===== src/rtl/nand_cpu_pkg.sv =====
// Shared processor types: memory-side sizing, cache request codes and the
// memory-arbiter ownership/state encodings.
package nand_cpu_pkg;

    localparam int CACHE_BLOCK_SIZE = 64;
    localparam int MEM_TRANS_SIZE   = 16;

    typedef enum logic [1:0] {
        REQ_NONE  = 2'd0,
        REQ_READ  = 2'd1,
        REQ_WRITE = 2'd2
    } CacheRequest;

    typedef enum logic {
        OWNER_I = 1'b0,
        OWNER_D = 1'b1
    } MemOwner;

    // Arbiter-local names, kept apart from the cache controller states.
    typedef enum logic [1:0] {
        ARB_IDLE  = 2'd0,
        ARB_CMD   = 2'd1,
        ARB_BURST = 2'd2
    } ArbState;

endpackage


===== src/rtl/d_cache_request_ifc.sv =====
// Block request channel between a cache and the memory side; the memory
// modport is what the arbiter presents to each cache.
interface d_cache_request_ifc #(
    parameter int ADDR_BITS = 16 - $clog2(nand_cpu_pkg::CACHE_BLOCK_SIZE),
    parameter int DATA_BITS = nand_cpu_pkg::MEM_TRANS_SIZE
);
    nand_cpu_pkg::CacheRequest req;
    logic [ADDR_BITS-1:0]      address;
    logic [DATA_BITS-1:0]      w_data;
    logic [DATA_BITS-1:0]      r_data;
    logic                      ack;

    modport memory (input req, address, w_data, output ack, r_data);
    modport cache  (output req, address, w_data, input ack, r_data);
endinterface


===== src/rtl/mem_arbiter_rr_pick2.sv =====
// Two-way round-robin picker: a lone requester wins, a tie goes to the side
// that did not hold the previous grant.
module rr_pick2
    import nand_cpu_pkg::*;
(
    input  logic    i_req_i,
    input  logic    d_req_i,
    input  MemOwner last_grant_i,
    output logic    valid_o,
    output MemOwner winner_o
);
    always_comb begin
        valid_o  = i_req_i | d_req_i;
        winner_o = OWNER_I;
        if (i_req_i && d_req_i) begin
            winner_o = (last_grant_i == OWNER_I) ? OWNER_D : OWNER_I;
        end else if (d_req_i) begin
            winner_o = OWNER_D;
        end
    end
endmodule


===== src/rtl/mem_arbiter.sv =====
// Shares the backing-memory port between the i-cache and d-cache channels:
// round-robin grant, command forwarding and burst data steering.
module mem_arbiter
    import nand_cpu_pkg::*;
#(
    parameter int ADDR_BITS = 16 - $clog2(CACHE_BLOCK_SIZE),
    parameter int BEATS     = CACHE_BLOCK_SIZE / MEM_TRANS_SIZE
) (
    input  logic                      clk,
    input  logic                      rst,
    d_cache_request_ifc.memory        i_port,
    d_cache_request_ifc.memory        d_port,
    output CacheRequest               mem_req,
    output logic [ADDR_BITS-1:0]      mem_address,
    input  logic                      mem_ack,
    input  logic [MEM_TRANS_SIZE-1:0] mem_r_data,
    output logic [MEM_TRANS_SIZE-1:0] mem_w_data,
    output logic                      busy
);
    localparam int                   BEAT_BITS = $clog2(BEATS);
    localparam logic [BEAT_BITS-1:0] LAST_BEAT = BEAT_BITS'(BEATS - 1);

    ArbState              state_q,      state_d;
    logic [BEAT_BITS-1:0] beat_q,       beat_d;
    MemOwner              last_grant_q, last_grant_d;
    MemOwner              owner_q,      owner_d;
    CacheRequest          op_q,         op_d;
    logic [ADDR_BITS-1:0] addr_q,       addr_d;

    logic    i_active, d_active;
    logic    pick_valid;
    MemOwner pick_winner;

    // The i-cache never writes back, so a stray REQ_WRITE there is ignored.
    assign i_active = (i_port.req == REQ_READ);
    assign d_active = (d_port.req != REQ_NONE);

    rr_pick2 u_pick (
        .i_req_i      (i_active),
        .d_req_i      (d_active),
        .last_grant_i (last_grant_q),
        .valid_o      (pick_valid),
        .winner_o     (pick_winner)
    );

    // Handshake: mem_req is a command valid held stable until mem_ack (the
    // ready) is seen in the same cycle; beats then follow one per cycle with
    // no backpressure in either direction.
    always_comb begin
        state_d      = state_q;
        beat_d       = beat_q;
        last_grant_d = last_grant_q;
        owner_d      = owner_q;
        op_d         = op_q;
        addr_d       = addr_q;
        case (state_q)
            ARB_IDLE: begin
                if (pick_valid) begin
                    owner_d = pick_winner;
                    op_d    = (pick_winner == OWNER_D) ? d_port.req : REQ_READ;
                    addr_d  = (pick_winner == OWNER_D) ? d_port.address : i_port.address;
                    state_d = ARB_CMD;
                end
            end
            ARB_CMD: begin
                if (mem_ack) begin
                    beat_d  = '0;
                    state_d = ARB_BURST;
                end
            end
            ARB_BURST: begin
                beat_d = beat_q + BEAT_BITS'(1);
                if (beat_q == LAST_BEAT) begin
                    last_grant_d = owner_q;
                    state_d      = ARB_IDLE;
                end
            end
            default: state_d = ARB_IDLE;
        endcase
    end

    always_ff @(posedge clk) begin
        if (rst) begin
            state_q      <= ARB_IDLE;
            beat_q       <= '0;
            last_grant_q <= OWNER_I;
            owner_q      <= OWNER_I;
            op_q         <= REQ_NONE;
            addr_q       <= '0;
        end else begin
            state_q      <= state_d;
            beat_q       <= beat_d;
            last_grant_q <= last_grant_d;
            owner_q      <= owner_d;
            op_q         <= op_d;
            addr_q       <= addr_d;
        end
    end

    logic                      in_cmd, in_burst;
    logic                      owner_ack;
    logic                      rd_burst, wr_burst;
    logic [MEM_TRANS_SIZE-1:0] owner_r_data;

    assign in_cmd   = (state_q == ARB_CMD);
    assign in_burst = (state_q == ARB_BURST);
    assign rd_burst = in_burst && (op_q == REQ_READ);
    assign wr_burst = in_burst && (op_q == REQ_WRITE);

    assign mem_req      = in_cmd ? op_q : REQ_NONE;
    assign mem_address  = in_cmd ? addr_q : '0;
    assign owner_ack    = in_cmd & mem_ack;
    assign owner_r_data = rd_burst ? mem_r_data : '0;
    assign mem_w_data   = !wr_burst ? '0 :
                          (owner_q == OWNER_D) ? d_port.w_data : i_port.w_data;
    assign busy         = (state_q != ARB_IDLE);

    // Non-owner outputs are forced to zero so a cache never sees foreign traffic.
    assign i_port.ack    = owner_ack && (owner_q == OWNER_I);
    assign d_port.ack    = owner_ack && (owner_q == OWNER_D);
    assign i_port.r_data = (owner_q == OWNER_I) ? owner_r_data : '0;
    assign d_port.r_data = (owner_q == OWNER_D) ? owner_r_data : '0;

endmodule


===== src/flat_wrapper.sv =====
// flat-port wrapper written by rule: the top's interface ports become plain ports
module mem_arbiter_flat import nand_cpu_pkg::*;
#(
    parameter int ADDR_BITS = 16 - $clog2(CACHE_BLOCK_SIZE),
    parameter int BEATS     = CACHE_BLOCK_SIZE / MEM_TRANS_SIZE
)
  (clk, rst, mem_req, mem_address, mem_ack, mem_r_data, mem_w_data, busy, i_port_req, i_port_address, i_port_w_data, i_port_ack, i_port_r_data, d_port_req, d_port_address, d_port_w_data, d_port_ack, d_port_r_data);
  d_cache_request_ifc #(.ADDR_BITS(ADDR_BITS)) i_port_i ();
  d_cache_request_ifc #(.ADDR_BITS(ADDR_BITS)) d_port_i ();
  input  logic clk;
  input  logic rst;
  output CacheRequest mem_req;
  output logic [ADDR_BITS-1:0] mem_address;
  input  logic mem_ack;
  input  logic [MEM_TRANS_SIZE-1:0] mem_r_data;
  output logic [MEM_TRANS_SIZE-1:0] mem_w_data;
  output logic busy;
  input wire logic [$bits(i_port_i.req)-1:0] i_port_req;
  input wire logic [$bits(i_port_i.address)-1:0] i_port_address;
  input wire logic [$bits(i_port_i.w_data)-1:0] i_port_w_data;
  output wire logic [$bits(i_port_i.ack)-1:0] i_port_ack;
  output wire logic [$bits(i_port_i.r_data)-1:0] i_port_r_data;
  input wire logic [$bits(d_port_i.req)-1:0] d_port_req;
  input wire logic [$bits(d_port_i.address)-1:0] d_port_address;
  input wire logic [$bits(d_port_i.w_data)-1:0] d_port_w_data;
  output wire logic [$bits(d_port_i.ack)-1:0] d_port_ack;
  output wire logic [$bits(d_port_i.r_data)-1:0] d_port_r_data;
  assign i_port_i.req = i_port_req;
  assign i_port_i.address = i_port_address;
  assign i_port_i.w_data = i_port_w_data;
  assign i_port_ack = i_port_i.ack;
  assign i_port_r_data = i_port_i.r_data;
  assign d_port_i.req = d_port_req;
  assign d_port_i.address = d_port_address;
  assign d_port_i.w_data = d_port_w_data;
  assign d_port_ack = d_port_i.ack;
  assign d_port_r_data = d_port_i.r_data;
  mem_arbiter #(.ADDR_BITS(ADDR_BITS), .BEATS(BEATS)) u_core (.clk(clk), .rst(rst), .i_port(i_port_i), .d_port(d_port_i), .mem_req(mem_req), .mem_address(mem_address), .mem_ack(mem_ack), .mem_r_data(mem_r_data), .mem_w_data(mem_w_data), .busy(busy));
endmodule

===== config.mk =====
export PLATFORM = sky130hd
export DESIGN_NAME = mem_arbiter_flat
export DESIGN_NICKNAME = d
export VERILOG_FILES = /design/src/rtl/nand_cpu_pkg.sv /design/src/rtl/d_cache_request_ifc.sv /design/src/rtl/mem_arbiter_rr_pick2.sv /design/src/rtl/mem_arbiter.sv /design/src/flat_wrapper.sv
export SDC_FILE = /design/constraint.sdc
export NUM_CORES = 1
export LEC_CHECK = 0
export CAP_MARGIN = 30
export CORE_ASPECT_RATIO = 1.5
export CORE_MARGIN = 8
export CORE_UTILIZATION = 30
export DETAILED_ROUTE_END_ITERATION = 12
export GPL_ROUTABILITY_DRIVEN = 0
export GPL_TIMING_DRIVEN = 0
export PLACE_DENSITY = 0.78
export SYNTH_ARGS = -nofsm -noshare
export SYNTH_HDL_FRONTEND = slang
export SYNTH_SLANG_ARGS = --single-unit

===== constraint.sdc =====
create_clock -name clk -period 2.25 [get_ports clk]
set_clock_uncertainty 0.05 [all_clocks]
set_input_delay 0.45 -clock clk [delete_from_list [all_inputs] [get_ports clk]]
set_output_delay 0.45 -clock clk [all_outputs]
set_load 0.05 [all_outputs]

==> After elaboration in Yosys (flattened, before gate mapping) <==
Cells that the tools add are included.
{ "op_classes": {"add_sub_neg": 1, "multipliers": 0, "n_div": 0, "n_lt_le_gt_ge": 0, "n_eq_ne": 9, "shift": 0, "n_mux": 18, "bitwise_logic": 3, "n_reduce_logical": 13} }
{ "ops": {"columns": ["cell", "count"], "rows": [
  ["16-bit two-way mux", 5],
  ["10-bit two-way mux", 2],
  ["2-bit two-way mux", 6],
  ["2-bit by 1-bit equality test with 1-bit output (second input constant)", 3],
  ["2-bit equality test (second input constant)", 3],
  ["2-bit one-hot mux with 3 select lines", 1],
  ["2-bit AND reduction", 3],
  ["2-bit nonzero test", 3],
  ["1-bit logical AND", 5],
  ["2-bit inequality test (second input constant)", 2],
  ["2-bit one-hot mux with 2 select lines", 1],
  ["1-bit two-way mux", 3],
  ["3-bit AND reduction", 1],
  ["2-bit by 1-bit adder with 2-bit output (second input constant)", 1],
  ["2-bit logical NOT", 1],
  ["2-bit by 1-bit inequality test with 1-bit output (second input constant)", 1],
  ["1-bit AND", 1],
  ["1-bit inverter", 1],
  ["1-bit OR", 1]
]} }
{ "word_totals": {"register_bits": 18, "latchBits": 0, "ramBits": 0, "romBits": 0, "word_cells": 50, "n_memories": 0} }

==> Logic depth before layout (Yosys ltp) <==
Gate-level depths: netlist of run 1.
{ "logic_depth": {"ltp_word": 4, "mapped_depth": 5, "ltp_nobuf": 4} }

==> Modules after synthesis <==
From an unflattened synthesis of run 1, not the netlist that was laid out.
{ "hier_totals": {"cells_unflattened": 175, "hier_area_um2": 1436.4} }
{ "by_module_without_submodules": {"columns": ["module", "instances", "cells_per_inst", "area_per_inst_um2"], "rows": [
  ["mem_arbiter", 1, 173, 1422.6],
  ["rr_pick2", 1, 2, 13.8]
]} }

==> Worst setup path before layout of run 1 <==
OpenSTA, ideal clock, no wires.
{ "synth_path": {"path_type": "flip-flop to output port", "start": "reg u_core.state_q[1]", "end": "out mem_w_data[10]", "arrival_time_ns": 1.629, "path_slack_ns": 0.121, "path_stages_with_launch": 6, "cell_sequence": "dfxtp_1 > nor2b_1 > buf_2 > nand3b_2 > buf_2 > nor2_1"} }
{ "synth_between": {"elab_chain_cells": 3} }
{ "synth_lines": {"columns": ["element", "line", "text"], "rows": [
  ["start: declaration", "mem_arbiter.sv:23", "ArbState state_q, state_d;"],
  ["start signal: assignment", "mem_arbiter.sv:91", "state_q <= state_d;"],
  ["2-bit equality test", "mem_arbiter.sv:106", "assign in_burst = (state_q == ARB_BURST);"],
  ["1-bit logical AND", "mem_arbiter.sv:108", "assign wr_burst = in_burst && (op_q == REQ_WRITE);"],
  ["16-bit two-way mux", "mem_arbiter.sv:114", "assign mem_w_data = !wr_burst ? '0 :"],
  ["end: declaration", "flat_wrapper.sv:16", "output logic [MEM_TRANS_SIZE-1:0] mem_w_data;"]
]} }
Every way passes these cells.

==> Worst setup path after layout of run 1 <==
{ "layout_path": {"start": "reg u_core.state_q[1]", "end": "out mem_w_data[11]"} }
The elaborated chain is that of the path after synthesis.

==> impl_metrics.yaml, run 1 <==
outcome:
  outcome: "finished, final reports clean"
floorplanning:
  core-area_um2: 4540
  die_x_um: 72.1
  die_area_um2: 7230
  initial_core_util_pct: 31.2
  rows: 30
  die_h_um: 100
  io_pins: 138
route:
  wire_per_inst_um: 15.0
  ant_nets: 0
  dr_total_vias: 1775
  dr.first_iter.drc_count: 49
  vias_per_cell: 4.56
  drc_errors: 0
  firstDrtPassIters: 3
  totalWireLength_um: 5820
critical_path:
  crit_chain: "nor2b_1 > buf_4 > nand3b_2 > buf_2 > nor2_1 > clkbuf_4"
  path_max_fanout: 10
  cp.required_ns: 1.75
  cp.arrival_ns: 1.66
  end_kind: "primary output"
  worstRegToRegCells: 5
  max_stage_delay_ns: 0.36
  cp-start-kind: "flop"
  slowest_stage: "dfxtp_4"
  r2r_slack_ns: 0.82
  path_class: "flop to primary output"
  worstReg2RegEnd: "u_core.owner_q"
  reg2reg_from: "u_core.state_q[0]"
clock_network:
  htree_levels: 1
  clk_latency_ns: 0.25
  cts_tree: "yes"
  clock-sinks: 18
  clk_path_buf_depth: 2
  cts-root-buf: "clkbuf_8"
  clk_pin_slew_ns: 0.06
  numCtsBuffers: 3
placement:
  place_area_um2: 2860
  hpwl_um: 4930
  io_buffers: 136
sta:
  maxSlewHeadroom_pct: 63.5
  finalHoldViolCount: 0
  period_minus_slack_ns: 2.16
  min_period_over_period_pct: 96.1
  worstMarginPinSlew_ns: 0.548
  rsz0062_at_grt: "yes"
  setup_viol: 0
  fmax_ghz: 0.463
  finalMaxSlewViolations: 0
  holdWs_ns: 0.424
grt:
  gr-total-overflow: 0
  grt_start_max_net_pins: 11
  grt_use_total_pct: 15.5
  antenna_found_initial: 0
  grt_pass1_vias: 1818
  grt_pass1_wl_um: 9050
power:
  internal_power_uw: 719
  pwr-share-seq_pct: 34.8
  pwr-share-clk_pct: 20.2
  p_leak_nw: 1.25
  switching_share_pct: 33.6
  power_frac_comb_pct: 44.9
  switchingPower_uw: 364
  power_density_nw_per_um2: 387
  peakVddDrop_v: 0.000251
final_layout:
  final_cell_mix: "clkdlybuf4s50_1, and2_1, nor2_1"
  area_growth_syn_to_layout_pct: 97.3
  ff_latch_area_um2: 364
  final_layout_size_suffix_gt1_share_pct: 26.5
  antenna_cells: 0
  final_area_um2: 2800
  nNetsFinal: 403
  nFillCells: 431
  multi_input_area_um2: 987
  layout_commonest_cell: "clkdlybuf4s50_1"
synth:
  syn_area_um2: 1420
  synthCells: 185
  syn-num-nets: 261
  yosys_warnings: 0
  synth_cell_types: 30
  synth_top_area_cell: "dfxtp_1"
  post_synth.cell_area_avg_um2: 7.66
  yosys-top-cells-area: "dfxtp_1, and2_1, mux2i_1"
  synth_top_area_share_pct: 25.4
  ys_seq_elements: 18
  ys_seq_area_share_pct: 25.4
min_path:
  min_path_type: "flop to flop"
  hold_start: "u_core.beat_q[0]"
  min_to: "u_core.beat_q[0]"
  hold_depth: 1
job:
  drv_cap: 0
[kinds of logic after synthesis]
logic type               share of synthesized area, %
AND/OR/NAND/NOR                                  42.2
AO/OA/AOI/OAI                                    13.7
multiplexers                                     12.7
flip-flops                                       25.4
buffers and inverters                            5.12
adder cells (fa/ha/maj)                         0.882
[power by group through the flow]
stage | clock [mW] | sequential [mW] | combinational, mW
final | 0.219 | 0.377 | 0.486
after global routing | 0.240 | 0.382 | 0.525
after CTS | 0.223 | 0.378 | 0.489
after detailed placement | 0 | 0.384 | 0.494
after global placement | 0 | 0.382 | 0.488
after floorplan | 0 | 0.378 | 0.281
[worst max-delay path, delay by kind of cell, from the launching register on]
kind / cells / cell delay (ns)
AND/OR/NAND/NOR: 3 / 0.42
flip-flops: 1 / 0.36
buffers and inverters: 3 / 0.63
[through the flow]
step | std cells | total power [mW] | utilization [%] | TNS (ns) | setup WS [ns]
floorplan | 185 | 0.658 | - | 0 | 0.121
global placement | 385 | 0.871 | 62.9 | -16.44 | -0.408
detailed placement | 385 | 0.878 | 62.9 | -16.67 | -0.404
CTS | 388 | 1.09 | 62.6 | 0 | 0.000745
global route | 389 | 1.15 | 61.6 | -0.264 | -0.0337
finish | 389 | 1.08 | 61.6 | 0 | 0.0883
[what timing repair did]
action	in CTS	in global routing
resized for setup	259	57
hold buffers	0	0
endpoints found under the setup margin	62	59
setup buffers	0	1
[Yosys cell counts]
master / count
nand3b_1: 1
a21oi_4: 1
inv_1: 1
nand3b_2: 1
ha_1: 1
nand3_1: 1
a311oi_1: 5
clkbuf_2: 2
dfxtp_1: 18
and4bb_4: 1
nand2_1: 22
or2_4: 1
buf_4: 1
buf_1: 2
and4b_4: 1
clkbuf_1: 2
nor2b_1: 4
and2_1: 44
and3_1: 1
a211oi_2: 1
o21ai_0: 3
mux2i_1: 18
buf_6: 1
nor2_1: 34
a211oi_1: 1
nand2b_1: 3
a2111oi_0: 1
a311oi_2: 5
a21oi_1: 3
buf_2: 5
[routing by layer]
layer,GRT usage [%],up-vias,wire (um)
met5,0,-,0
met4,6.00,0,132
met3,4.69,10,398
met2,29.4,65,3260
met1,14.8,803,2040
li1,-,897,-
[registers in the layout, indices dropped and copies added, names as in the netlist]
| name | cells |
|---|---|
| u_core.addr_q | 10 |
| u_core.beat_q | 2 |
| u_core.state_q | 2 |
| u_core.last_grant_q | 1 |
| u_core.op_q | 2 |
| u_core.owner_q | 1 |
[how the worst max path moves through the flow]
stage / startpoint / end / slack [ns] / cells after the start
6_report: u_core.state_q[1] / mem_w_data[11] / 0.09 / 6
5_1_grt: u_core.state_q[0] / mem_address[7] / -0.03 / 4
3_3_place_gp: u_core.state_q[1] / i_port_r_data[5] / -0.41 / 6
3_5_place_dp: u_core.state_q[1] / d_port_r_data[5] / -0.40 / 6
2_1_floorplan: u_core.state_q[1] / mem_w_data[10] / 0.12 / 5
4_1_cts: u_core.state_q[1] / mem_w_data[1] / 0.0007 / 5
[area by class of cell]
type	instances	share of cell area, %
well taps	64	2.86
clock buffers	3	1.48
plain buffers	13	3.09
inverters	1	0.134
multi-input cells	153	35.3
repair buffers	137	44.1
flip-flops and latches	18	13.0
(Power assumes the default switching activity.)
==> inputs of run 2 (changes only) <==
--- a/config.mk
+++ b/config.mk
@@ -9,6 +9,7 @@
 export CORE_ASPECT_RATIO = 1.5
 export CORE_MARGIN = 8
 export CORE_UTILIZATION = 30
+export CTS_CLUSTER_DIAMETER = 50
 export DETAILED_ROUTE_END_ITERATION = 12
 export GPL_ROUTABILITY_DRIVEN = 0
 export GPL_TIMING_DRIVEN = 0
==> results of run 2 <==
No change in the layout: final DEF, timing and power equal those of run 1.
==> inputs of run 3 (changes only) <==
--- a/config.mk
+++ b/config.mk
@@ -16,4 +16,5 @@
 export PLACE_DENSITY = 0.78
 export SYNTH_ARGS = -nofsm -noshare
 export SYNTH_HDL_FRONTEND = slang
+export SYNTH_HIERARCHICAL = 1
 export SYNTH_SLANG_ARGS = --single-unit
==> impl_metrics.yaml, run 3 <==
final_layout:
  largest_reg_flops: 10
  final_cell_mix: "clkdlybuf4s50_1, and2_1, mux2i_1, nor2_1, buf_2"
  final_layout_size_suffix_gt1_share_pct: 27.6
  nFillCells: 470
  nNetsFinal: 392
  layout_commonest_cell: "clkdlybuf4s50_1"
  area_growth_syn_to_layout_pct: 96.0
  ff_latch_area_um2: 365
  finalNonFillerCells: 381
  antenna_cells: 0
  largest_register: "u_core/addr_q"
  final_area_um2: 2820
  multi_input_area_um2: 983
  final_core_util_pct: 59.5
synth:
  synth_cell_types: 34
  post-synth-top-count-cell: "and2_1"
  synthCells: 175
  synthArstFlopShare_pct: 0
  syn-num-nets: 251
  post_synth.cell_area_avg_um2: 8.21
  ys.flop_type: "dfxtp_1"
  synth-edff-count: 0
  yosys_warnings: 6
  synth_top_area_share_pct: 25.1
  synth_commonest_cells: "and2_1, mux2i_1, nor2_1"
  yosys-top-cells-area: "dfxtp_1, mux2i_1, and2_1"
  ys_seq_area_share_pct: 25.1
  syn_area_um2: 1440
  synth_top_area_cell: "dfxtp_1"
  ys_seq_elements: 18
sta:
  holdWs_ns: 0.435
  finalHoldViolCount: 0
  setup_viol: 0
  finalSetupTns_ns: 0
  period_minus_slack_ns: 2.20
  finalMaxSlewViolations: 0
  fmax_ghz: 0.454
  maxSlewHeadroom_pct: 65.6
  worstMarginPinSlew_ns: 0.518
  min_period_over_period_pct: 98.0
  setup_ws_ns: 0.0459
  rsz0062_at_grt: "no"
power:
  total_power_mw: 1.08
  p_leak_nw: 1.31
  power_frac_comb_pct: 40.3
  switching_share_pct: 32.4
  pwr-share-seq_pct: 34.6
  switchingPower_uw: 351
  pwr-share-clk_pct: 25.2
  internal_power_uw: 731
  power_density_nw_per_um2: 384
  peakVddDrop_v: 0.000420
placement:
  pre_cts_ws_ns: -0.406
  io_buffers: 136
  place_inst: 377
  place_area_um2: 2880
  hpwl_um: 5030
clock_network:
  clock-sinks: 18
  cts_tree: "yes"
  cts-root-buf: "clkbuf_8"
  clk_path_buf_depth: 2
  numCtsBuffers: 3
  htree_levels: 1
  clk_pin_slew_ns: 0.08
  clk_latency_ns: 0.26
  cts_hold_buf: 0
  cts_setup_buffers: 0
min_path:
  hold_depth: 1
  min_path_type: "flop to flop"
critical_path:
  r2r_slack_ns: 0.68
  path_class: "input port to primary output"
  cp-start-kind: "input port"
  cp.required_ns: 1.75
  worstRegToRegCells: 5
  path_max_fanout: 5
  end_kind: "primary output"
  max_stage_delay_ns: 0.57
  crit_chain: "clkdlybuf4s50_1 > and3_1 > clkdlybuf4s15_1"
  cp.arrival_ns: 1.70
  slowest_stage: "clkdlybuf4s50_1"
route:
  vias_per_cell: 4.49
  drc_errors: 0
  totalWireLength_um: 5900
  dr_total_vias: 1709
  ant_nets: 0
  firstDrtPassIters: 4
  dr.first_iter.drc_count: 31
  wire_per_inst_um: 15.5
grt:
  grt_pass1_wl_um: 8700
  grt_start_max_net_pins: 11
  antenna_found_initial: 0
  gr-total-overflow: 0
  grt_use_total_pct: 14.9
  grt_pass1_vias: 1710
job:
  drv_cap: 0
floorplanning:
  die_h_um: 101
  die_area_um2: 7300
  die_x_um: 72.5
  initial_core_util_pct: 30.4
  core-area_um2: 4730
  io_pins: 138
  rows: 31
outcome:
  outcome: "finished, final reports clean"
## run 3: power by group through the flow
stage          logic (mW)  registers, mW  clock network [mW]
2_1_floorplan       0.252          0.372                   0
3_3_place_gp        0.453          0.376                   0
3_5_place_dp        0.459          0.377                   0
4_1_cts             0.446          0.370               0.274
5_1_grt             0.470          0.378               0.282
6_report            0.436          0.374               0.272
## run 3: final cells by class
| cell class | count | area share, % |
|---|---|---|
| Buffer | 13 | 3.02 |
| Clock buffer | 4 | 1.96 |
| Inverter | 2 | 0.267 |
| Multi-Input combinational cell | 141 | 34.9 |
| Sequential cell | 18 | 13.0 |
| Tap cell | 66 | 2.93 |
| Timing Repair Buffer | 137 | 43.9 |
## run 3: final timing paths
| path | endpoint | startpoint |
|---|---|---|
| worst max-delay path | d_port_ack | mem_ack |
| worst min-delay path | u_core/state_q[0] | u_core/state_q[1] |
| worst max register to register | u_core/addr_q[6] | u_core/last_grant_q |
| worst min register to register | u_core/state_q[0] | u_core/state_q[1] |
## run 3: repair_timing
action,CTS,global route
endpoints found under the setup margin,62,51
pin swaps,1,0
endpoints found under the hold margin,0,0
gates cloned,0,1
gates resized for setup,328,13
## run 3: kinds of logic after synthesis
| logic type | Yosys count | share of synthesized area (%) |
|---|---|---|
| adder cells (fa/ha/maj) | 1 | 0.871 |
| AND/OR/NAND/NOR | 92 | 37.6 |
| AO/OA/AOI/OAI | 19 | 9.58 |
| multiplexers | 29 | 20.2 |
| flip-flops | 18 | 25.1 |
| buffers and inverters | 16 | 6.62 |
## run 3: worst max-delay path, delay by kind of cell
kind / cells / cell delay [ns]
and+or+nand+nor: 1 / 0.18
buffers and inverters: 2 / 1.07
## run 3: layer usage
metal  share of wire, %  wire, um  GRT usage, %
met3                 10       602          5.28
met5                  0         0             0
met2                 52      3070          28.8
met1                 37      2170          14.5
met4                1.0        59          2.63
